[src/rtl/collect_two.sv]
// Reassembles four 2-bit symbols (LSB pair first) into a byte with a one-deep holding register.
// Optional symbol-gap watchdog enabled by defining COLLECT_TWO_TIMEOUT_EN.
module collect_two #(
    parameter int SYM_TIMEOUT = 256
) (
    input  logic       clk,
    input  logic       rst_n,
    input  logic [1:0] sym_in,
    input  logic       sym_valid,
    input  logic       resync,
    output logic [7:0] data_out,
    output logic       data_valid,
    input  logic       data_ready,
    output logic       byte_done,
    output logic       overrun,
    output logic       timeout_err,
    output logic [1:0] fsm_state
);

    // Handshake: a byte moves to the consumer on any rising edge where
    // data_valid=1 and data_ready=1; data_out is stable while data_valid=1.

    typedef enum logic [1:0] {
        IDLE = 2'd0,
        G1   = 2'd1,
        G2   = 2'd2,
        G3   = 2'd3
    } state_t;

    state_t     state, state_nxt;
    logic [5:0] part, part_nxt;
    logic       commit;
    logic [7:0] commit_byte;
    logic       to_fire;
    logic       hold_free;

    if (SYM_TIMEOUT < 2 || SYM_TIMEOUT > 1023) begin : g_bad_param
        $error("collect_two: SYM_TIMEOUT must be in 2..1023");
    end

    assign fsm_state   = state;
    assign commit_byte = {sym_in, part};
    // Holding register may take a new byte if empty or being drained this cycle.
    assign hold_free   = !data_valid || data_ready;

    always_comb begin
        state_nxt = state;
        part_nxt  = part;
        commit    = 1'b0;
        if (resync) begin
            state_nxt = IDLE;
            part_nxt  = '0;
        end else if (sym_valid) begin
            case (state)
                IDLE: begin
                    state_nxt = G1;
                    part_nxt  = {4'b0, sym_in};
                end
                G1: begin
                    state_nxt = G2;
                    part_nxt  = {2'b0, sym_in, part[1:0]};
                end
                G2: begin
                    state_nxt = G3;
                    part_nxt  = {sym_in, part[3:0]};
                end
                default: begin
                    state_nxt = IDLE;
                    part_nxt  = '0;
                    commit    = 1'b1;
                end
            endcase
        end else if (to_fire) begin
            state_nxt = IDLE;
            part_nxt  = '0;
        end
    end

    always_ff @(posedge clk) begin
        if (!rst_n) begin
            state <= IDLE;
            part  <= '0;
        end else begin
            state <= state_nxt;
            part  <= part_nxt;
        end
    end

`ifdef COLLECT_TWO_TIMEOUT_EN
    logic [9:0] idle_cnt;

    // resync takes priority, so a coincident expiry never reports an error.
    assign to_fire = (state != IDLE) && !sym_valid && !resync &&
                     (idle_cnt == 10'(SYM_TIMEOUT - 1));

    always_ff @(posedge clk) begin
        if (!rst_n) begin
            idle_cnt    <= '0;
            timeout_err <= 1'b0;
        end else begin
            timeout_err <= to_fire;
            if (state_nxt == IDLE || sym_valid) begin
                idle_cnt <= '0;
            end else begin
                idle_cnt <= idle_cnt + 10'd1;
            end
        end
    end
`else
    assign to_fire     = 1'b0;
    assign timeout_err = 1'b0;
`endif

    always_ff @(posedge clk) begin
        if (!rst_n) begin
            data_out   <= 8'h00;
            data_valid <= 1'b0;
            byte_done  <= 1'b0;
            overrun    <= 1'b0;
        end else begin
            byte_done <= commit;
            overrun   <= commit && !hold_free;
            if (commit && hold_free) begin
                data_out   <= commit_byte;
                data_valid <= 1'b1;
            end else if (data_ready) begin
                data_valid <= 1'b0;
            end
        end
    end

endmodule

[config.mk]
export PLATFORM = sky130hd
export DESIGN_NAME = collect_two
export DESIGN_NICKNAME = d
export VERILOG_FILES = /design/src/rtl/collect_two.sv
export SDC_FILE = /design/constraint.sdc
export NUM_CORES = 1
export LEC_CHECK = 0
export CAP_MARGIN = 0
export CORE_AREA = 2 2 44 54
export DETAILED_ROUTE_END_ITERATION = 16
export DIE_AREA = 0 0 46 56
export HOLD_SLACK_MARGIN = 0.02
export PLACE_DENSITY = 0.76
export RECOVER_POWER = 25
export SETUP_SLACK_MARGIN = 0.05
export SLEW_MARGIN = 5
export SYNTH_ARGS = -nofsm -noshare
export SYNTH_HDL_FRONTEND = slang
export SYNTH_SLANG_ARGS = --single-unit
[constraint.sdc]
create_clock -name clk -period 1.28 [get_ports clk]
set_input_delay 0.256 -clock clk [delete_from_list [all_inputs] [get_ports clk]]
set_output_delay 0.256 -clock clk [all_outputs]
set_load 0.05 [all_outputs]
* After elaboration in Yosys (flattened, before gate mapping) *
Index checks and enable logic that the tools add are counted.

storage, ports and cells
  memory bits (writable) = 0
  bits in latches = 0
  register bits = 19
  memories kept = 0
  bits in read-only memories = 0
  logic and storage cells = 31
  output and inout port bits = 14
  input port bits = 7

cells by class
  multiply operators = 0
  div/mod/pow operators = 0
  shift operators = 0
  equality and inequality tests = 2
  multiplexer cells = 7
  add/subtract/negate cells = 0
  magnitude comparators = 0
  reductions and logical operators = 11
  bitwise logic cells = 3

operators with widths
  cell                count
  $pmux 6 s3          1
  $pmux 2 s3          1
  $mux 1              5
  $not 1->1           3
  $reduce_and 3->1    1
  $reduce_or 3->1     1
  $eq 2x1->1 const B  1
  $eq 2x2->1 const B  1
  $logic_and 1x1->1   2
  $logic_not 1->1     2
  $logic_not 2->1     1
  $reduce_and 2->1    1
  $reduce_bool 2->1   1
  $reduce_or 2->1     1
  $logic_or 1x1->1    1

* Depth between registers and ports, before layout *
Gate-level depths: netlist of run 1.

  word-level depth = 7
  depth in mapped cells = 5
  depth with buffers taken out = 5

* Least setup slack after synthesis of run 1 *
OpenSTA, ideal clock, no wires.

  kind = reg2reg
  from = register state[1], in the netlist fsm_state[1]
  to = register data_out[0]
  cell stages (with the launch flop) = 5
  period minus slack after synthesis = 1,657 ps
  setup slack = -377 ps
  arrival time = 1,585 ps
  cell sequence = dfxtp_1 -> ha_1 -> nand2_1 -> nor3_4 -> mux2i_1

on the way
  word-level cells in the longest chain between the ends = 6

ends and longest elaborated chain
  element                               RTL line  source
  from (decl)                           30        state_t state, state_nxt;
  from (signal assigned)                84        state <= state_nxt;
  $eq 2x2->1 (tied with other cells)    54        case (state)
  $reduce_or 3->1 (no source line) (*)  n/a
  $mux 1 (*)                            54
  $mux 1 (*)                            53        end else if (sym_valid) begin
  $mux 1 (*)                            50        if (resync) begin
  $logic_and 1x1->1 (*)                 123       if (commit && hold_free) begin
  to (signal assigned)                  124       data_out <= commit_byte;
  to (decl)                             11        output logic [7:0] data_out,

Every way passes the cells marked *; elsewhere a longest branch is shown, timed or not.
A chain may end at the register's enable or synchronous reset.

* Worst setup path after layout of run 1 *
  from = register state[0], in the netlist fsm_state[0]
  to = register part[1]

on the way
  word-level cells in the longest chain between the ends = 3

ends and longest elaborated chain
  element                                   RTL line  source
  $eq 2x1->1 or $eq 2x2->1 (tied branches)  54
  $not 1->1 (no source line)                n/a
  $reduce_and 3->1 (no source line)         n/a
  to (signal assigned)                      85        part <= part_nxt;
  to (decl)                                 31        logic [5:0] part, part_nxt;

Several ways; a longest one is shown, not always the timed one.

==> run metrics, run 1 <==
first-pass GRT wire length=2710 µm; largest net degree at the start of global routing=18; Core ar.=2030 µm²; DIE HEIGHT=56 µm; Total GRT Usage=13.4%; Post-route DRC=0; CTS tree=done; GP Congestion=0.767; DP HPWL=1180 µm; register area share after synthesis=45.9%; sequential power share=59.7%; clk_lat worst skew=0.28 ns; skew final=0.00276 ns; Reg2Reg Depth=5; Ant. Diodes=0; CTS max path bufs=2; placed instance area=1230 µm²; cell internal pwr=0.771 mW; power per cell area=781 nW/µm²; placed cells=132; vias per inst=4.93; Final nets=132; Ports=21; Overflow after GRT=0; commonest non-fill, non-tap cell in the layout=nand2_1; Synth area leader=dfxtp_1; post-synth cell types=18; Initial Util=40.9%; wire per inst=11.3 µm; Arrival @ worst endpoint=1.41 ns; Worst path max stage delay=0.40 ns; routed via count=685; Starting DRT DRC Count=12; Clock Sinks=19; status=completed; initial antenna violation count=0; final hold viol count=0; kind of critical path=flop to flop; worst min path class=flop to flop; Required @ worst endpoint=1.50 ns; Die W=46 µm; FF+latch count, synth=19; NetSw=0.231 mW; FF+latch area=388 µm²; share of post-route cells with drive strength above 1=28.6%; Sw Share=23.1%; max-cap viol count=0; Synth Instances=92; DIE AREA=2580 µm²; Sum Neg Setup Slack=0 ns; # rows=18; Slew Viols, Final=0; IO buf count=19; area grow syn2layout=54.6%; Period minus WS final=1.19 ns; Mean Syn Cell Area=9.02 µm²; Tcrit/Tclk final=92.8%; CP max FO=3; # fillers=156; first-pass iteration count of the detailed router=4; H-tree depth=1; Hold Crit Depth=2; area share of the largest cell type after synthesis=45.9%; synthesized area=830 µm²; Syn. warnings=0; Multi-input gate area=445 µm²; Finished Cell Area=1280 µm²; drt total wl=1570 µm; Clk network pwr share=28.5%; startpoint types=flop; CTS Buf Count=3; r2r setup slk=0.09 ns; ANT nets after route=0; Final Non-Filler Cells=139; unrepaired setup endpoints after global routing=false; Peak VDD IR=448 µV; endpoints failing setup=0; Slowest-stage cell, CP=dfxtp_4; CTS clk-pin slew, worst paths=0.10 ns; Syn Nets=104; P_leak=0.472 nW; combinational power share=11.8%; Cell Chain, Critical Path=inv_1, ha_4, nor2b_1, nand3_1, a21oi_1; largest cells by area after synthesis=dfxtp_1 (46%), mux2i_1 (11%), nand2_1 (9.5%); vias in the first global route=675; critical path endpoint category=flop; most frequent cells in the layout=nand2_1 (21), dfxtp_1 (17), buf_12 (13); CTS Root Cell=clkbuf_4; fmax=0.841 GHz
-- power groups by stage --
stage | sequential, mW | combinational (mW) | clock [mW]
4_1_cts | 0.598 | 0.112 | 0.293
5_1_grt | 0.600 | 0.128 | 0.318
2_1_floorplan | 0.619 | 0.0523 | 0
6_report | 0.599 | 0.118 | 0.285
3_3_place_gp | 0.613 | 0.101 | 0
3_5_place_dp | 0.614 | 0.102 | 0
-- metrics by stage --
| stage | util [%] | hold WS, ns | total power [mW] | setup slack, ns |
|---|---|---|---|---|
| final | 63.3 | 0.470 | 1.00 | 0.0916 |
| after floorplan | - | 0.398 | 0.671 | -0.0696 |
| after detailed placement | 60.8 | 0.446 | 0.715 | -0.213 |
| after global placement | 60.8 | 0.444 | 0.714 | -0.167 |
| after CTS | 63.8 | 0.461 | 1.00 | 0.0616 |
| after global routing | 63.3 | 0.496 | 1.05 | 0.0280 |
-- routing by layer --
layer  wire (µm)  share of wire [%]  global-route usage (%)  vias to the layer above
met4          19                1.2                    4.90                        0
li1            -                  -                       -                      349
met3          86                5.5                   0.974                        2
met2         779                 50                    22.8                       25
met5           0                  0                       0                        -
met1         687                 44                    16.8                      309
-- repair_timing --
action                     4_1_cts  5_1_grt
cloned                           0        0
buffers inserted                 3        0
hold endpoints to repair         0        0
setup endpoints to repair        4       14
pin swaps                        0        2
hold buffers                     0        0
gates resized for setup          0        5
-- area by class of cell --
class | instances | area share, %
sequential | 19 | 30.2
tap | 20 | 1.95
timing repair buffer | 28 | 30.4
multi-input combinational | 66 | 34.7
clock buffer | 4 | 2.05
inverter | 2 | 0.585
-- state kept, by name, summed over array words and instances (netlist names) --
name / count
byte_done: 1
data_valid: 1
overrun: 1
part: 6
data_out: 8
fsm_state: 2
-- path summary, 6_finish.rpt --
path,from,end
max,fsm_state[0],part[1]
min,part[2],part[2]
max reg2reg,fsm_state[0],part[1]
min reg2reg,part[2],part[2]
-- synth_stat cells --
master     n
a21oi_1    6
and2_2     1
buf_2      4
buf_4      1
conb_1     1
dfxtp_1   19
ha_1       5
inv_1      2
mux2i_1    9
nand2_1   21
nand2b_1   5
nand3_1    6
nor2_1     5
nor2b_1    3
nor2b_4    1
nor3_1     1
nor3_4     1
o21a_1     1
-- logic make-up (layout without fill, tap and decap cells) --
group	count (synthesis)	in the layout	share of synthesized area, %
other cells	1	1	0.452
flops	19	19	45.9
mux	9	9	10.9
buf+inv	7	34	4.22
fa+ha+maj	5	5	7.54
simple gates	44	44	26.5
compound gates	7	7	4.53
-- critical path: cells and delay by family (launching register included) --
family / cells / cell delay [ns]
buffers and inverters: 1 / 0.09
AND/OR/NAND/NOR: 2 / 0.24
AO/OA/AOI/OAI: 1 / 0.15
adder cells (fa/ha/maj): 1 / 0.25
flip-flops: 1 / 0.40
Power figures use the tool's default switching activity.
==> run 2, diff against run 1 <==
--- a/config.mk
+++ b/config.mk
@@ -6,14 +6,15 @@
 export NUM_CORES = 1
 export LEC_CHECK = 0
 export CAP_MARGIN = 0
-export CORE_AREA = 2 2 44 54
+export CELL_PAD_IN_SITES_DETAIL_PLACEMENT = 0
+export CELL_PAD_IN_SITES_GLOBAL_PLACEMENT = 1
+export CORE_AREA = 2 2 51 62
 export DETAILED_ROUTE_END_ITERATION = 16
-export DIE_AREA = 0 0 46 56
+export DIE_AREA = 0 0 53 64
 export HOLD_SLACK_MARGIN = 0.02
 export PLACE_DENSITY = 0.76
 export RECOVER_POWER = 25
 export SETUP_SLACK_MARGIN = 0.05
-export SLEW_MARGIN = 5
 export SYNTH_ARGS = -nofsm -noshare
 export SYNTH_HDL_FRONTEND = slang
 export SYNTH_SLANG_ARGS = --single-unit
==> run 2 against run 1 <==
  * Sequential share of layout area fell by 0.23 points
  * Clock power barely moved
  * Worst setup slack improved by 0.0030 ns
  * Non-clock buffer count did not move
  * Highest routed layer unchanged
  * Die area rose by 32%
  * Via count fell by 2.5%
  * Power fell by 0.25%
  * Fmax rose by 0.26%
  * Sequential power barely moved
  * Critical endpoint is now fsm_state[0]
==> run metrics, run 2 (synthesis gave the netlist of run 1 again) <==
Peak VDD IR=609 µV (was 448 µV); commonest non-fill, non-tap cell in the layout=nand2_1 (unchanged); # rows=21 (was 18); Finished Cell Area=1290 µm² (was 1280 µm²); max-cap viol count=0 (unchanged); Reg2Reg Depth=5 (unchanged); drt total wl=1630 µm (was 1570 µm); most frequent cells in the layout=nand2_1 (21), dfxtp_1 (17), buf_12 (12) (was nand2_1 (21), dfxtp_1 (17), buf_12 (13)); CTS Buf Count=3 (unchanged); CTS max path bufs=2 (unchanged); hold_buf cts=0 (unchanged); GP Congestion=0.701 (was 0.767); Arrival @ worst endpoint=0.93 ns (was 1.41 ns); vias per inst=4.37 (was 4.93); IO buf count=19 (unchanged); Most flops, register=data_out (unchanged); Ports=21 (unchanged); wire per inst=10.6 µm (was 11.3 µm); vias in the first global route=689 (was 675); status=completed (unchanged); max FFs per register=8 (unchanged); worst setup path start=fsm_state[0] (unchanged); Post-route DRC=0 (unchanged); startpoint types=flop (unchanged); pre-CTS WS=-0.198 ns (was -0.213 ns); CP max FO=4 (was 3); kind of critical path=flop to output pin (was flop to flop); Period minus WS final=1.19 ns (about the same); RR Startpoint=fsm_state[0] (unchanged); fin util=46.8% (was 63.3%); Die W=53 µm (was 46 µm); Slew Viols, Final=0 (unchanged); power per cell area=773 nW/µm² (was 781 nW/µm²); critical path endpoint category=output pin (was flop); CTS clk-pin slew, worst paths=0.10 ns (about the same); endpoints failing setup=0 (unchanged); P_leak=0.468 nW (was 0.472 nW); initial antenna violation count=0 (unchanged); CTS tree=done (unchanged); Starting DRT DRC Count=9 (was 12); Required @ worst endpoint=1.02 ns (was 1.50 ns); Tcrit/Tclk final=92.6% (was 92.8%); Clock Sinks=19 (unchanged); final worst slack=0.0946 ns (was 0.0916 ns); DIE HEIGHT=64 µm (was 56 µm); R2R Path End=part[1] (unchanged); final hold viol count=0 (unchanged); Core ar.=2760 µm² (was 2030 µm²); Overflow after GRT=0 (unchanged); clk_lat worst skew=0.28 ns (about the same); fmax=0.844 GHz (was 0.841 GHz); Ant. Diodes=0 (unchanged); area grow syn2layout=55.8% (was 54.6%); first-pass iteration count of the detailed router=4 (unchanged); DP HPWL=1220 µm (was 1180 µm); Initial Util=30.1% (was 40.9%); # fillers=281 (was 156); first-pass GRT wire length=2830 µm (was 2710 µm); placed instance area=1250 µm² (was 1230 µm²); largest net degree at the start of global routing=18 (unchanged); H-tree depth=1 (unchanged); DIE AREA=3390 µm² (was 2580 µm²); worst min path class=flop to flop (unchanged); routed via count=668 (was 685); Multi-input gate area=457 µm² (was 445 µm²); share of post-route cells with drive strength above 1=29.4% (was 28.6%); Total GRT Usage=11.0% (was 13.4%); Final nets=132 (unchanged); skew final=0.000851 ns (was 0.00276 ns); FF+latch area=388 µm² (unchanged); ANT nets after route=0 (unchanged); unrepaired setup endpoints after global routing=true (was false); CP Capture Point=fsm_state[0] (was part[1]); r2r setup slk=0.12 ns (was 0.09 ns); CTS Root Cell=clkbuf_4 (unchanged)
-- run 2: cell count changes in the layout (fill, tap and decap cells not counted) --
| cell | before | now |
|---|---|---|
| nor2b_1 | 3 | 1 |
| ha_4 | 2 | 3 |
| clkbuf_4 | 4 | 3 |
| nor2b_2 | 0 | 2 |
| clkbuf_2 | 2 | 3 |
| inv_1 | 2 | 1 |
| a21oi_2 | 1 | 0 |
| a21oi_1 | 5 | 6 |
| buf_12 | 13 | 12 |
| clkbuf_1 | 1 | 2 |
| inv_2 | 0 | 1 |
| ha_2 | 1 | 0 |
-- run 2: power by group --
| group | leakage [nW] | internal [mW] | switching (mW) |
|---|---|---|---|
| clock network | 0.0150 | 0.121 | 0.164 |
| registers | 0.155 | 0.593 | 0.00520 |
| logic | 0.298 | 0.0540 | 0.0620 |
| total | 0.468 | 0.768 | 0.232 |
-- run 2: through the flow --
stage,total power [mW],setup TNS (ns),instances,hold WS [ns]
2_1_floorplan,0.671,-0.557,92,0.398
3_3_place_gp,0.715,-2.02,146,0.448
3_5_place_dp,0.717,-2.38,146,0.448
4_1_cts,1.01,0,153,0.464
5_1_grt,1.05,0,153,0.485
6_report,0.999,0,153,0.464
-- run 2: area by class of cell --
| type | count | area share (%) |
|---|---|---|
| multi-input combinational | 66 | 35.3 |
| tap | 34 | 3.29 |
| sequential | 19 | 30.0 |
| timing repair buffer | 28 | 28.8 |
| inverter | 2 | 0.581 |
| clock buffer | 4 | 2.03 |
-- run 2: what timing repair did --
item	in CTS	in global routing
pin swaps	0	1
gates resized for setup	1	7
buffers inserted	3	0
setup endpoints to repair	2	7
-- run 2: worst min-delay path by stage --
| stage | startpoint | end | slack (ns) | depth (start not counted) |
|---|---|---|---|---|
| after floorplan | sym_in[0] | data_out[6] | 0.40 | 2 |
| final | part[3] | part[3] | 0.46 | 2 |
| after detailed placement | part[3] | part[3] | 0.45 | 2 |
| after global routing | part[1] | part[1] | 0.48 | 2 |
| after global placement | part[1] | part[1] | 0.45 | 2 |
| after CTS | part[3] | part[3] | 0.46 | 2 |
-- run 2: routing by layer --
layer	routed length, µm	up-vias	GRT usage (%)
li1	-	347	-
met1	651	305	12.8
met2	893	12	18.9
met3	56	4	2.10
met4	27	0	4.81
met5	0	-	0
-- run 2: critical path: stages (launching register included) --
cell and delay (ns):
dfxtp_4 0.38, buf_6 0.13, buf_12 0.14
==> run 3, diff against run 2 <==
--- a/config.mk
+++ b/config.mk
@@ -5,6 +5,7 @@
 export SDC_FILE = /design/constraint.sdc
 export NUM_CORES = 1
 export LEC_CHECK = 0
+export ABC_CLOCK_PERIOD_IN_PS = 1280
 export CAP_MARGIN = 0
 export CELL_PAD_IN_SITES_DETAIL_PLACEMENT = 0
 export CELL_PAD_IN_SITES_GLOBAL_PLACEMENT = 1
@@ -18,3 +19,4 @@
 export SYNTH_ARGS = -nofsm -noshare
 export SYNTH_HDL_FRONTEND = slang
 export SYNTH_SLANG_ARGS = --single-unit
+export TNS_END_PERCENT = 1
==> constraint.sdc (replaced) <==
create_clock -name clk -period 1.28 [get_ports clk]
set_input_delay 0.256 -clock clk [delete_from_list [all_inputs] [get_ports clk]]
set_output_delay 0.256 -clock clk [all_outputs]
set_load 0.02 [all_outputs]
==> run 3 against run 2 <==
  * Clock-buffer cell count unchanged
  * Combinational power decreased by 19%
  * Cell count shrank 2.0%
  * Clock skew up 0.0035 ns
  * Power down 0.24%
  * Largest power group unchanged
  * Register-to-register slack worse by 0.03 ns
  * Core utilization is 5.0 points lower
  * Critical path depth fell by 1
==> run metrics, run 3 (synthesis gave the netlist of run 1 again) <==
status=completed (unchanged); DIE AREA=3390 µm² (unchanged); Total GRT Usage=11.5% (was 11.0%); max-cap viol count=0 (unchanged); sequential power share=60.0% (was 59.8%); final hold viol count=0 (unchanged); CTS Buf Count=3 (unchanged); Post-route DRC=0 (unchanged); met1 usage=12.9% (was 12.8%); routed via count=659 (was 668); combinational power share=9.5% (was 11.6%); vias per inst=4.39 (was 4.37); skew final=0.00438 ns (was 0.000851 ns); max FFs per register=8 (unchanged); # rows=21 (unchanged); Clock Sinks=19 (unchanged); cell family with most CP delay=flip-flops (unchanged); NetSw=0.239 mW (was 0.232 mW); CP max FO=6 (was 4); commonest non-fill, non-tap cell in the layout=nand2_1 (unchanged); wire per inst=10.8 µm (was 10.6 µm); Die W=53 µm (unchanged); Sw Share=24.0% (was 23.2%); DIE HEIGHT=64 µm (unchanged); drt total wl=1620 µm (was 1630 µm); kind of critical path=flop to output pin (unchanged); CTS clk-pin slew, worst paths=0.11 ns (was 0.10 ns); Slowest-stage cell, CP=dfxtp_4 (unchanged); DP HPWL=1290 µm (was 1220 µm); Final Non-Filler Cells=150 (was 153); endpoints failing setup=0 (unchanged); Tcrit/Tclk final=95.3% (was 92.6%); H-tree depth=1 (unchanged); Starting DRT DRC Count=6 (was 9); vias in the first global route=686 (was 689); largest net degree at the start of global routing=18 (unchanged); Arrival @ worst endpoint=0.96 ns (was 0.93 ns); Final nets=129 (was 132); Clk network pwr share=30.5% (was 28.6%); final worst slack=0.0602 ns (was 0.0946 ns); power per cell area=864 nW/µm² (was 773 nW/µm²); crit path buf inv count=1 (was 2); Required @ worst endpoint=1.02 ns (about the same); cell internal pwr=0.758 mW (was 0.768 mW); critical path endpoint category=output pin (unchanged); IO buf count=19 (unchanged); clk_lat worst skew=0.30 ns (was 0.28 ns); placed cells=146 (unchanged); CTS tree=done (unchanged); most frequent cells in the layout=nand2_1 (20), dfxtp_1 (17), mux2i_1 (8), clkdlybuf4s15_1 (8) (was nand2_1 (21), dfxtp_1 (17), buf_12 (12)); unrepaired setup endpoints after global routing=true (unchanged); area grow syn2layout=39.1% (was 55.8%); CTS Root Cell=clkbuf_4 (unchanged); Ports=21 (unchanged); worst min path class=flop to flop (unchanged); Overflow after GRT=0 (unchanged); Sum Neg Setup Slack=0 ns (unchanged); startpoint types=flop (unchanged); first-pass GRT wire length=2880 µm (was 2830 µm); Period minus WS final=1.22 ns (was 1.19 ns); Peak VDD IR=447 µV (was 609 µV); P_leak=0.422 nW (was 0.468 nW); Core ar.=2760 µm² (unchanged); pre-CTS WS=-0.223 ns (was -0.198 ns); GR peak layer=met2 (unchanged); fmax=0.820 GHz (was 0.844 GHz); first-pass iteration count of the detailed router=3 (was 4); Ant. Diodes=0 (unchanged); GP Congestion=0.680 (was 0.701); share of post-route cells with drive strength above 1=18.1% (was 29.4%); # fillers=286 (was 281); Initial Util=30.1% (unchanged); CTS max path bufs=2 (unchanged); Cell Chain, Critical Path=clkdlybuf4s15_2 (was buf_6, buf_12); met3 Use GR=2.10% (unchanged); Worst path max stage delay=0.40 ns (was 0.38 ns); initial antenna violation count=0 (unchanged); routing usage on met2=19.5% (was 18.9%); Slew Viols, Final=0 (unchanged); Most flops, register=data_out (unchanged); ANT nets after route=0 (unchanged)
## run 3: cell count changes in the layout (fill, tap and decap cells not counted), sizes merged
cell and change:
clkdlybuf4s15 +9, buf -12, dlygate4sd2 +2, clkbuf -2
## run 3: final cells by class
cell class                 count  area (µm²)  share of cell area [%]
sequential                    19         388                    33.6
clock buffer                   4        26.3                    2.28
tap                           34        42.5                    3.69
multi-input combinational     66         455                    39.5
timing repair buffer          25         234                    20.3
inverter                       2        7.51                   0.651
## run 3: path summary, 6_finish.rpt
check,from,end,slack [ns],depth (start not counted)
hold reg to reg,part[2],part[2],0.46,2
hold / removal,part[2],part[2],0.46,2
setup / recovery,fsm_state[1],fsm_state[1],0.06,1
setup reg to reg,fsm_state[0],part[0],0.09,5
## run 3: power groups by stage
stage	clock network, mW	registers (mW)	logic, mW
4_1_cts	0.316	0.599	0.0943
6_report	0.304	0.599	0.0945
3_3_place_gp	0	0.612	0.0888
3_5_place_dp	0	0.612	0.0922
2_1_floorplan	0	0.614	0.0485
5_1_grt	0.330	0.600	0.105
## run 3: what timing repair did
action / in CTS / in global routing
resized for setup: 28 / 4
buffers inserted: 0 / 0
hold buffers: 0 / 0
endpoints found under the setup margin: 15 / 24
pin swaps: 0 / 1
## run 3: per-stage QoR
step / area (µm²) / hold WS, ns / utilization [%] / total power [mW]
floorplan: 857 / 0.398 / - / 0.663
global placement: 1120 / 0.448 / 40.6 / 0.701
detailed placement: 1120 / 0.448 / 40.6 / 0.705
CTS: 1150 / 0.465 / 41.8 / 1.01
global route: 1150 / 0.482 / 41.8 / 1.03
finish: 1150 / 0.461 / 41.8 / 0.997
## run 3: per-layer routing
layer	share of wire (%)	vias up
met5	0	-
met4	2.8	0
met3	3.6	5
met2	51	12
met1	42	299
li1	-	343
